**config.mk**
```make
export PLATFORM = sky130hd
export DESIGN_NAME = power_mode_ctrl_flat
export DESIGN_NICKNAME = d
export VERILOG_FILES = /design/src/rtl/power_mode_ctrl_if.sv /design/src/rtl/power_mode_ctrl.sv /design/src/flat_wrapper.sv
export SDC_FILE = /design/constraint.sdc
export NUM_CORES = 1
export LEC_CHECK = 0
export BUFFER_PORTS_ARGS = -buffer_cell sky130_fd_sc_hd__buf_2
export CAP_MARGIN = 40
export CORE_AREA = 10 10 86 58
export DETAILED_ROUTE_END_ITERATION = 7
export DIE_AREA = 0 0 96 68
export PLACE_DENSITY = 0.54
export SLEW_MARGIN = 10
export SYNTH_ARGS = -nofsm -noshare
export SYNTH_HDL_FRONTEND = slang
export SYNTH_SLANG_ARGS = --single-unit
```
**constraint.sdc**
```tcl
create_clock -name clk -period 4.54 [get_ports clk]
set_input_delay 0.681 -clock clk [delete_from_list [all_inputs] [get_ports clk]]
set_output_delay 0.681 -clock clk [all_outputs]
set_load 0.03 [all_outputs]
```
**src/rtl/power_mode_ctrl_if.sv**
```systemverilog
// Power-mode type plus the software-request / mode-output bundle between the
// power policy (slave side) and its consumers.
package ptype_pkg;
   typedef enum logic [1:0] {
      SHUTDOWN = 2'd0,
      LP       = 2'd1,
      NORMAL   = 2'd2
   } powermode_t;
endpackage

interface power_mode_ctrl_if;
   import ptype_pkg::*;

   logic       sw_valid;
   powermode_t sw_mode;
   powermode_t p;
   logic       stable;
   logic       mode_change;

   modport master (output sw_valid, sw_mode, input  p, stable, mode_change);
   modport slave  (input  sw_valid, sw_mode, output p, stable, mode_change);
endinterface

```
**src/rtl/power_mode_ctrl.sv**
```systemverilog
// Always-on power policy: picks SHUTDOWN/LP/NORMAL for the clock gater and
// sequences each change through a settle window. Optional macro: WAKE_SYNC_EN.
module power_mode_ctrl
   import ptype_pkg::*;
#(
   parameter int IDLE_LP_CYCLES = 16,
   parameter int IDLE_SD_CYCLES = 64,
   parameter int SETTLE_CYCLES  = 4,
   parameter int CNT_W          = 8
) (
   input  logic               clk,
   input  logic               rst,
   input  logic               busy,
   input  logic               wake,
   input  logic               sleep_req,
   power_mode_ctrl_if.slave   pm,
   output logic [CNT_W-1:0]   idle_cnt
);

   localparam int SET_W = (SETTLE_CYCLES > 1) ? $clog2(SETTLE_CYCLES) : 1;

   typedef enum logic [1:0] {ACTIVE, LOWP, OFF, SETTLE} state_t;

   state_t             state_q, state_d;
   powermode_t         target_q, target_d;
   powermode_t         p_q, p_d;
   logic               stable_q, stable_d;
   logic               mode_change_q, mode_change_d;
   logic [CNT_W-1:0]   idle_cnt_q, idle_cnt_d;
   logic [SET_W-1:0]   settle_cnt_q, settle_cnt_d;
   logic               pending_wake_q, pending_wake_d;

   logic               wake_i;
   logic               activity;
   logic               idle;
   logic               sw_ok;
   logic               go_settle;
   powermode_t         go_target;

`ifdef WAKE_SYNC_EN
   logic wake_meta_q, wake_sync_q;

   always_ff @(posedge clk or posedge rst) begin
      if (rst) begin
         wake_meta_q <= 1'b0;
         wake_sync_q <= 1'b0;
      end else begin
         wake_meta_q <= wake;
         wake_sync_q <= wake_meta_q;
      end
   end

   assign wake_i = wake_sync_q;
`else
   assign wake_i = wake;
`endif

   assign activity = busy | wake_i;
   assign idle     = ~activity;
   // Unencoded sw_mode values are dropped rather than trusted as a target.
   assign sw_ok    = pm.sw_valid &&
                     (pm.sw_mode == NORMAL || pm.sw_mode == LP || pm.sw_mode == SHUTDOWN);

   always_comb begin
      // NOTE: every comb output gets a default first so no path infers a latch.
      state_d        = state_q;
      target_d       = target_q;
      p_d            = p_q;
      stable_d       = stable_q;
      mode_change_d  = 1'b0;
      idle_cnt_d     = idle_cnt_q;
      settle_cnt_d   = settle_cnt_q;
      pending_wake_d = pending_wake_q;
      go_settle      = 1'b0;
      go_target      = target_q;

      unique case (state_q)
         ACTIVE, LOWP: begin
            if (activity)                 idle_cnt_d = '0;
            else if (idle_cnt_q != '1)    idle_cnt_d = idle_cnt_q + 1'b1;

            if (state_q == LOWP && activity) begin
               go_settle = 1'b1;
               go_target = NORMAL;
            end else if (sleep_req) begin
               go_settle = 1'b1;
               go_target = SHUTDOWN;
            end else if (sw_ok && pm.sw_mode != p_q) begin
               go_settle = 1'b1;
               go_target = pm.sw_mode;
            end else if (state_q == ACTIVE && idle &&
                         idle_cnt_q == CNT_W'(IDLE_LP_CYCLES - 1)) begin
               go_settle = 1'b1;
               go_target = LP;
            end else if (state_q == LOWP && idle &&
                         idle_cnt_q == CNT_W'(IDLE_SD_CYCLES - 1)) begin
               go_settle = 1'b1;
               go_target = SHUTDOWN;
            end
         end

         OFF: begin
            idle_cnt_d = '0;
            if (wake_i) begin
               go_settle = 1'b1;
               go_target = NORMAL;
            end else if (sw_ok && pm.sw_mode != SHUTDOWN) begin
               go_settle = 1'b1;
               go_target = pm.sw_mode;
            end
         end

         SETTLE: begin
            idle_cnt_d = '0;
            // Activity while heading down is remembered and honoured at completion.
            if (activity && target_q != NORMAL) pending_wake_d = 1'b1;

            if (settle_cnt_q == SET_W'(SETTLE_CYCLES - 1)) begin
               if (pending_wake_d) begin
                  go_settle = 1'b1;
                  go_target = NORMAL;
               end else begin
                  stable_d = 1'b1;
                  unique case (target_q)
                     LP:       state_d = LOWP;
                     SHUTDOWN: state_d = OFF;
                     default:  state_d = ACTIVE;
                  endcase
               end
            end else begin
               settle_cnt_d = settle_cnt_q + 1'b1;
            end
         end

         default: state_d = ACTIVE;
      endcase

      if (go_settle) begin
         state_d        = SETTLE;
         target_d       = go_target;
         p_d            = go_target;
         stable_d       = 1'b0;
         mode_change_d  = 1'b1;
         idle_cnt_d     = '0;
         settle_cnt_d   = '0;
         pending_wake_d = 1'b0;
      end
   end

   // NOTE: state registers use non-blocking assignments only.
   always_ff @(posedge clk or posedge rst) begin
      if (rst) begin
         state_q        <= ACTIVE;
         target_q       <= NORMAL;
         p_q            <= NORMAL;
         stable_q       <= 1'b1;
         mode_change_q  <= 1'b0;
         idle_cnt_q     <= '0;
         settle_cnt_q   <= '0;
         pending_wake_q <= 1'b0;
      end else begin
         state_q        <= state_d;
         target_q       <= target_d;
         p_q            <= p_d;
         stable_q       <= stable_d;
         mode_change_q  <= mode_change_d;
         idle_cnt_q     <= idle_cnt_d;
         settle_cnt_q   <= settle_cnt_d;
         pending_wake_q <= pending_wake_d;
      end
   end

   assign pm.p           = p_q;
   assign pm.stable      = stable_q;
   assign pm.mode_change = mode_change_q;
   assign idle_cnt       = idle_cnt_q;

endmodule

```
**src/flat_wrapper.sv**
```systemverilog
// flat-port wrapper written by rule: the top's interface ports become plain ports
module power_mode_ctrl_flat import ptype_pkg::*;
#(
   parameter int IDLE_LP_CYCLES = 16,
   parameter int IDLE_SD_CYCLES = 64,
   parameter int SETTLE_CYCLES  = 4,
   parameter int CNT_W          = 8
)
  (clk, rst, busy, wake, sleep_req, idle_cnt, pm_sw_valid, pm_sw_mode, pm_p, pm_stable, pm_mode_change);
  power_mode_ctrl_if pm_i ();
  input  logic clk;
  input  logic rst;
  input  logic busy;
  input  logic wake;
  input  logic sleep_req;
  output logic [CNT_W-1:0] idle_cnt;
  input wire logic [$bits(pm_i.sw_valid)-1:0] pm_sw_valid;
  input wire logic [$bits(pm_i.sw_mode)-1:0] pm_sw_mode;
  output wire logic [$bits(pm_i.p)-1:0] pm_p;
  output wire logic [$bits(pm_i.stable)-1:0] pm_stable;
  output wire logic [$bits(pm_i.mode_change)-1:0] pm_mode_change;
  assign pm_i.sw_valid = pm_sw_valid;
  assign pm_i.sw_mode = pm_sw_mode;
  assign pm_p = pm_i.p;
  assign pm_stable = pm_i.stable;
  assign pm_mode_change = pm_i.mode_change;
  power_mode_ctrl #(.IDLE_LP_CYCLES(IDLE_LP_CYCLES), .IDLE_SD_CYCLES(IDLE_SD_CYCLES), .SETTLE_CYCLES(SETTLE_CYCLES), .CNT_W(CNT_W)) u_core (.clk(clk), .rst(rst), .busy(busy), .wake(wake), .sleep_req(sleep_req), .pm(pm_i), .idle_cnt(idle_cnt));
endmodule
```
==> qor.txt, run 1 <==
========================================================================================
Max Slew Vio Count ........................................................            0
Result of the run .........................................................    completed
Data required time of the worst path ......................................      4.68 ns
Deepest level of the CTS H-tree ...........................................            1
Pin count of the biggest net entering global routing ......................           18
Count of pins on the block boundary .......................................           20
Setup crit end kind .......................................................     register
Overall routed net length ................................................. 2330 microns
Critical Setup Path Class ................................................. register to register
Chip height ...............................................................   68 microns
Tightest Pin Transition ...................................................     0.652 ns
Fraction of layout cells with a size suffix above 1 .......................        0.246
Switching power share of the total ........................................        0.390
Antenna Diode Count .......................................................            0
Iteration-0 DRC Markers ...................................................           19
Synthesized net count .....................................................          115
RSZ-0062 raised after global routing ......................................           no
Master cell of the clock root buffer ...................................... sky130_fd_sc_hd__clkbuf_8
Max Fanout on Critical Path ...............................................            7
Area growth, synth to finish ..............................................        18.3%
Router iterations before antenna repair ...................................            4
Area taken by multi-input logic gates .....................................    538 sq um
Share of synthesized flip-flops with an asynchronous set or reset .........         1.00
Type of element launching the critical path ...............................     register
Yosys Warn Count ..........................................................            0
Maximum buffer depth of the clock tree ....................................            2
Post-route worst hold slack ...............................................     0.485 ns
Rel. slew slack ...........................................................        0.565
Shortest clock period the worst path allows after layout ..................      2.10 ns
Ordered list of cells on the worst path ................................... ha_1 -> and3_1 -> and4_1 -> and3b_4 -> a21oi_4 -> mux2_4
Global-route wire length before repair .................................... 3780 microns
Final antenna-violating net count .........................................            0
Final worst setup slack ...................................................      2.44 ns
Total power consumption of the routed design ..............................       565 uW
Maximum Capacitance Violations ............................................            0
Number of setup buffers added after CTS ...................................            0
Worst clock skew ..........................................................   0.00485 ns
TritonCTS sink count ......................................................           17
Number of instances in the synthesized netlist ............................          105
Core ar. ..................................................................   3490 sq um
Syn Area/Cell .............................................................   9.56 sq um
Clock Power Share .........................................................        0.200
Resized Gates After CTS ...................................................            0
Leak ......................................................................  0.000541 uW
Number of global-route vias before repair .................................          798
Sequential power share ....................................................        0.407
Commonest cells after routing, fill and taps aside ........................ 19 x sky130_fd_sc_hd__buf_2, 15 x sky130_fd_sc_hd__dfrtp_1, 12 x sky130_fd_sc_hd__nor2_1
Peak Freq .................................................................    0.476 GHz
Switching power of the nets ...............................................       220 uW
Grt total ovfl ............................................................            0
Number of placement rows ..................................................           17
Sum of buffers and inverters on the critical path .........................            0
Final estimated routing congestion in global placement ....................        0.835
Detail Placement HPWL ..................................................... 1830 microns
Total area of sequential cells ............................................    428 sq um
Power share of the combinational group ....................................        0.394
Final hold violation count ................................................            0
Netlist cell types ........................................................           40
Die Area ..................................................................   6530 sq um
Share of the core filled with cells .......................................        0.340
Average vias per placed instance ..........................................         4.82
Internal power component ..................................................       345 uW
Max stage delay on crit path ..............................................      0.41 ns
Sum of negative setup slack ...............................................         0 ns
Netlist area before placement .............................................   1000 sq um
Count of port buffers added during placement ..............................           19
#FFs+latches synth ........................................................           17
Total clock buffers created by CTS ........................................            3
Final setup violating endpoints ...........................................            0
Worst skew pair latency ...................................................      0.25 ns
Tightest Hold Check Type .................................................. register to register
Filler instances ..........................................................          385
Starting density of the core ..............................................        0.288
Most common flop cell mapped by yosys ..................................... sky130_fd_sc_hd__dfrtp_1
Wire length per cell after detailed routing ............................... 13.5 microns
# nets final ..............................................................          137
Peak VDD IR ...............................................................   0.000183 V
Part of the cycle the worst path needs ....................................        0.463
Number of enable flip-flop cells after synthesis ..........................            0
TritonCTS clock tree ......................................................         done
Post-CTS Hold Fix Bufs ....................................................            0
Count of unresolved DRC violations after routing ..........................            0
Category of cells accounting for the largest share of critical-path delay . simple AND/OR/NAND/NOR gates
Commonest non-fill, non-tap cell in the layout ............................ sky130_fd_sc_hd__buf_2
Via count .................................................................          833
Total routing resource utilization after global routing ...................       0.0743
P per Cell Area ...........................................................  476 nW/um^2
Max stage delay cell, worst path .......................................... sky130_fd_sc_hd__dfrtp_1
Horizontal die dimension ..................................................   96 microns
Setup Slack @ Placement ...................................................      2.36 ns
Signal arrival time at the worst endpoint .................................      2.24 ns
Sequential area share after synthesis .....................................        0.426
Initial antenna violation count ...........................................            0
Clock-pin slew on the worst setup and hold paths ..........................      0.07 ns
========================================================================================
through the flow:
stage                     instance area [sq um]  cells
final                                      1190    173
after global routing                       1190    173
after CTS                                  1190    173
after detailed placement                   1140    169
after global placement                     1140    169
after floorplan                            1000    105
per-layer routing:
metal,wire length (microns),global-route usage,share of wire,vias to the layer above
met3,172,0.0295,0.074,2
met2,873,0.100,0.37,26
met5,0,0,0,-
li1,-,-,-,417
met1,1250,0.101,0.54,388
met4,34,0.0330,0.015,0
kinds of logic (layout without fill, tap and decap cells):
kind of cell | Yosys count | count (layout) | share of synthesized area
flip-flops | 17 | 17 | 0.426
multiplexers | 4 | 4 | 0.0449
AND/OR/NAND/NOR | 42 | 42 | 0.227
AO/OA/AOI/OAI | 26 | 26 | 0.186
buffers and inverters | 8 | 29 | 0.0374
XOR/XNOR | 5 | 5 | 0.0436
adder cells (fa/ha/maj) | 3 | 3 | 0.0349
final cells by class:
type / instances / share of cell area
tap: 47 / 0.0495
timing repair buffer: 19 / 0.0801
inverter: 6 / 0.0190
clock buffer: 4 / 0.0379
sequential: 17 / 0.360
multi-input combinational: 80 / 0.453
synthesized netlist by cell type (2+ instances only):
cell type | count | area, sq um
sky130_fd_sc_hd__xnor2_1 | 4 | 35.0
sky130_fd_sc_hd__and2_1 | 2 | 12.5
sky130_fd_sc_hd__a21oi_1 | 5 | 25.0
sky130_fd_sc_hd__or3_1 | 2 | 12.5
sky130_fd_sc_hd__nand2_1 | 7 | 26.3
sky130_fd_sc_hd__inv_1 | 6 | 22.5
sky130_fd_sc_hd__dfrtp_1 | 15 | 375
sky130_fd_sc_hd__ha_1 | 2 | 25.0
sky130_fd_sc_hd__nand2b_1 | 6 | 37.5
sky130_fd_sc_hd__a31oi_1 | 2 | 12.5
sky130_fd_sc_hd__a211oi_1 | 2 | 15.0
sky130_fd_sc_hd__and3_1 | 2 | 12.5
sky130_fd_sc_hd__buf_4 | 2 | 15.0
sky130_fd_sc_hd__dfstp_2 | 2 | 52.6
sky130_fd_sc_hd__o21ai_0 | 6 | 30.0
sky130_fd_sc_hd__nor2_1 | 12 | 45.0
sky130_fd_sc_hd__mux2i_1 | 3 | 30.0
sky130_fd_sc_hd__nand3_1 | 3 | 15.0
power groups by stage:
stage / logic [uW] / clock network (uW) / registers (uW)
2_1_floorplan: 155 / 0 / 243
3_3_place_gp: 216 / 0 / 231
3_5_place_dp: 223 / 0 / 231
4_1_cts: 223 / 116 / 228
5_1_grt: 243 / 124 / 234
6_report: 222 / 113 / 230
tightest hold or removal path, stage by stage, from the launching register on:
cell	delay, ns
sky130_fd_sc_hd__dfstp_2	0.37
sky130_fd_sc_hd__inv_1	0.05
sky130_fd_sc_hd__o21bai_1	0.07
registers in the layout, summed over array words and instances (netlist names):
register,count
u_core.idle_cnt,8
u_core.pending_wake_q,1
u_core.pm.mode_change,1
u_core.pm.stable,1
u_core.settle_cnt_q,2
u_core.state_q,2
u_core.target_q,2
worst paths after layout:
check | start | to | slack, ns | cells after the start
worst max-delay path | u_core.idle_cnt[0] | u_core.target_q[0] | 2.44 | 6
worst min-delay path | u_core.pm.stable | u_core.pm.stable | 0.49 | 2
worst max register to register | u_core.idle_cnt[0] | u_core.target_q[0] | 2.44 | 6
worst min register to register | u_core.pm.stable | u_core.pm.stable | 0.49 | 2
max in group asynchronous | rst | u_core.target_q[0] | 3.61 | 2
min in group asynchronous | rst | u_core.idle_cnt[0] | 0.51 | 2
No activity file was read; power rests on OpenSTA's default activity.
==> run 2, diff against run 1 <==
==> constraint.sdc (replaced) <==
create_clock -name clk -period 2.1 [get_ports clk]
set_input_delay 0.315 -clock clk [delete_from_list [all_inputs] [get_ports clk]]
set_output_delay 0.315 -clock clk [all_outputs]
set_load 0.03 [all_outputs]
==> run 2 against run 1 <==
  * Die area stayed put
  * Core utilization is 0.47 points higher
  * Cell area is 1.4% higher
  * Via count is 4.0% higher
  * Global-route usage is 0.90 points higher
  * Critical path type unchanged
  * Critical endpoint unchanged
==> qor.txt, run 2 (same netlist as run 1, synthesis figures left out) <==
========================================================================================
Result of the run .........................................................    completed
Number of placement rows ..................................................           17   unchanged
Die Area ..................................................................   6530 sq um   unchanged
Sum of buffers and inverters on the critical path .........................            0   unchanged
Worst skew pair latency ...................................................      0.25 ns   about the same
Number of global-route vias before repair .................................          867   +8.6%
Tightest Hold Check Type .................................................. primary input to asynchronous set/reset pin
Max stage delay cell, worst path .......................................... sky130_fd_sc_hd__dfrtp_1
Total power consumption of the routed design ..............................      1220 uW   +120%
TritonCTS sink count ......................................................           17   unchanged
Count of unresolved DRC violations after routing ..........................            0   unchanged
Chip height ...............................................................   68 microns   unchanged
Max stage delay on crit path ..............................................      0.41 ns   about the same
Final antenna-violating net count .........................................            0   unchanged
Count of port buffers added during placement ..............................           19   unchanged
Rel. slew slack ...........................................................        0.558   -0.00652
Max Slew Vio Count ........................................................            0   unchanged
Final std cells w/o fill ..................................................          175   +1.2%
Clock-pin slew on the worst setup and hold paths ..........................      0.07 ns   about the same
Via count .................................................................          866   +4.0%
Number of setup buffers added after CTS ...................................            0   unchanged
Count of pins on the block boundary .......................................           20   unchanged
Post-CTS Hold Fix Bufs ....................................................            0   unchanged
Share of the core filled with cells .......................................        0.345   +0.00466
Area growth, synth to finish ..............................................        19.9%
Deepest level of the CTS H-tree ...........................................            1   unchanged
Maximum Capacitance Violations ............................................            0   unchanged
Horizontal die dimension ..................................................   96 microns   unchanged
# nets final ..............................................................          139   +1.5%
Total clock buffers created by CTS ........................................            3   unchanged
Peak VDD IR ...............................................................   0.000447 V   +140%
Starting density of the core ..............................................        0.288   unchanged
Sum of negative setup slack ...............................................         0 ns   unchanged
Average vias per placed instance ..........................................         4.95   +2.8%
Iteration-0 DRC Markers ...................................................           64   +45
RSZ-0062 raised after global routing ......................................           no
Final setup violating endpoints ...........................................            0   unchanged
Part of the cycle the worst path needs ....................................        0.941   +0.478
Data required time of the worst path ......................................      2.24 ns   -2.44 ns
Total placed cells including tap cells ....................................          171   +1.2%
Final estimated routing congestion in global placement ....................        0.874   +4.7%
Ordered list of cells on the worst path ................................... ha_1 -> and3_1 -> and4_1 -> and3b_4 -> a21oi_4 -> mux2_4
Peak Freq .................................................................    0.506 GHz   +6.4%
Leak ......................................................................  0.000555 uW   +2.5%
Wire length per cell after detailed routing ............................... 14.4 microns   +6.6%
Filler instances ..........................................................          375   -2.6%
Tightest Pin Transition ...................................................     0.662 ns   +0.00977 ns
Signal arrival time at the worst endpoint .................................      2.11 ns   -0.13 ns
Total routing resource utilization after global routing ...................       0.0833   +0.00897
Setup crit end kind .......................................................     register
TritonCTS clock tree ......................................................         done
Final hold violation count ................................................            0   unchanged
Pin count of the biggest net entering global routing ......................           18   unchanged
Antenna Diode Count .......................................................            0   unchanged
Type of element launching the critical path ...............................     register
Commonest non-fill, non-tap cell in the layout ............................ sky130_fd_sc_hd__buf_2
Fraction of layout cells with a size suffix above 1 .......................        0.266   +0.0196
Commonest cells after routing, fill and taps aside ........................ 19 x sky130_fd_sc_hd__buf_2, 15 x sky130_fd_sc_hd__dfrtp_1, 12 x sky130_fd_sc_hd__nor2_1
Resized Gates After CTS ...................................................            0   unchanged
Global-route wire length before repair .................................... 4280 microns   +13%
Category of cells accounting for the largest share of critical-path delay . simple AND/OR/NAND/NOR gates
Detail Placement HPWL ..................................................... 2040 microns   +12%
Grt total ovfl ............................................................            0   unchanged
P per Cell Area ........................................................... 1020 nW/um^2   +110%
Largest register FFs ......................................................            8   unchanged
Maximum buffer depth of the clock tree ....................................            2   unchanged
Worst clock skew ..........................................................   0.00340 ns   -0.00144 ns
Shortest clock period the worst path allows after layout ..................      1.98 ns   -0.126 ns
Overall routed net length ................................................. 2520 microns   +7.8%
Router iterations before antenna repair ...................................            4   unchanged
Core ar. ..................................................................   3490 sq um   unchanged
Critical Setup Path Class ................................................. register to register
Max Fanout on Critical Path ...............................................            7   unchanged
Master cell of the clock root buffer ...................................... sky130_fd_sc_hd__clkbuf_8
Initial antenna violation count ...........................................            0   unchanged
========================================================================================
-- run 2: cell types whose count changed in the layout (fill, tap and decap cells not counted), sizes merged --
cell,before,now
buf,19,21
clkbuf,4,3
clkinv,0,1
-- run 2: worst paths after layout --
| path | startpoint | to | slack, ns | cells past startpoint |
|---|---|---|---|---|
| setup / recovery | u_core.idle_cnt[0] | u_core.target_q[0] | 0.12 | 6 |
| hold / removal | rst | u_core.idle_cnt[6] | 0.15 | 2 |
| setup reg to reg | u_core.idle_cnt[0] | u_core.target_q[0] | 0.12 | 6 |
| hold reg to reg | u_core.pm.stable | u_core.pm.stable | 0.49 | 2 |
| max in group asynchronous | rst | u_core.pending_wake_q | 1.53 | 2 |
| min in group clk | sleep_req | u_core.target_q[1] | 0.45 | 3 |
-- run 2: stage by stage --
stage	worst slack (ns)	cell area [sq um]	hold WS, ns
floorplan	0.00855	1000	0.240
global placement	0.237	1160	0.447
detailed placement	0.141	1160	0.453
CTS	0.124	1200	0.170
global route	0.0531	1200	0.212
finish	0.125	1200	0.147
-- run 2: layer usage --
metal  part of all wire  track usage  wire length, microns
met4              0.015       0.0330                    38
met3              0.081       0.0360                   203
met1               0.55        0.119                  1400
met5                  0            0                     0
met2               0.35        0.105                   879
-- run 2: final cells by class --
class	count	area, sq um	share of cell area
repair buffers	21	110	0.0915
flip-flops and latches	17	428	0.356
clock inverters	1	5.00	0.00416
clock buffers	3	41.3	0.0343
multi-input cells	80	538	0.447
well taps	47	58.8	0.0489
inverters	6	22.5	0.0187
-- run 2: worst register-to-register path, delay by kind of cell, from the launching register on --
kind | cells | cell delay, ns
fa+ha+maj | 1 | 0.20
compound gates | 1 | 0.26
mux | 1 | 0.32
flops | 1 | 0.41
simple gates | 3 | 0.67
-- run 2: power breakdown --
group          switching, uW  leakage [uW]  internal, uW
logic                    282      0.000314           199
registers               86.1      0.000215           413
clock network            112     0.0000255           132
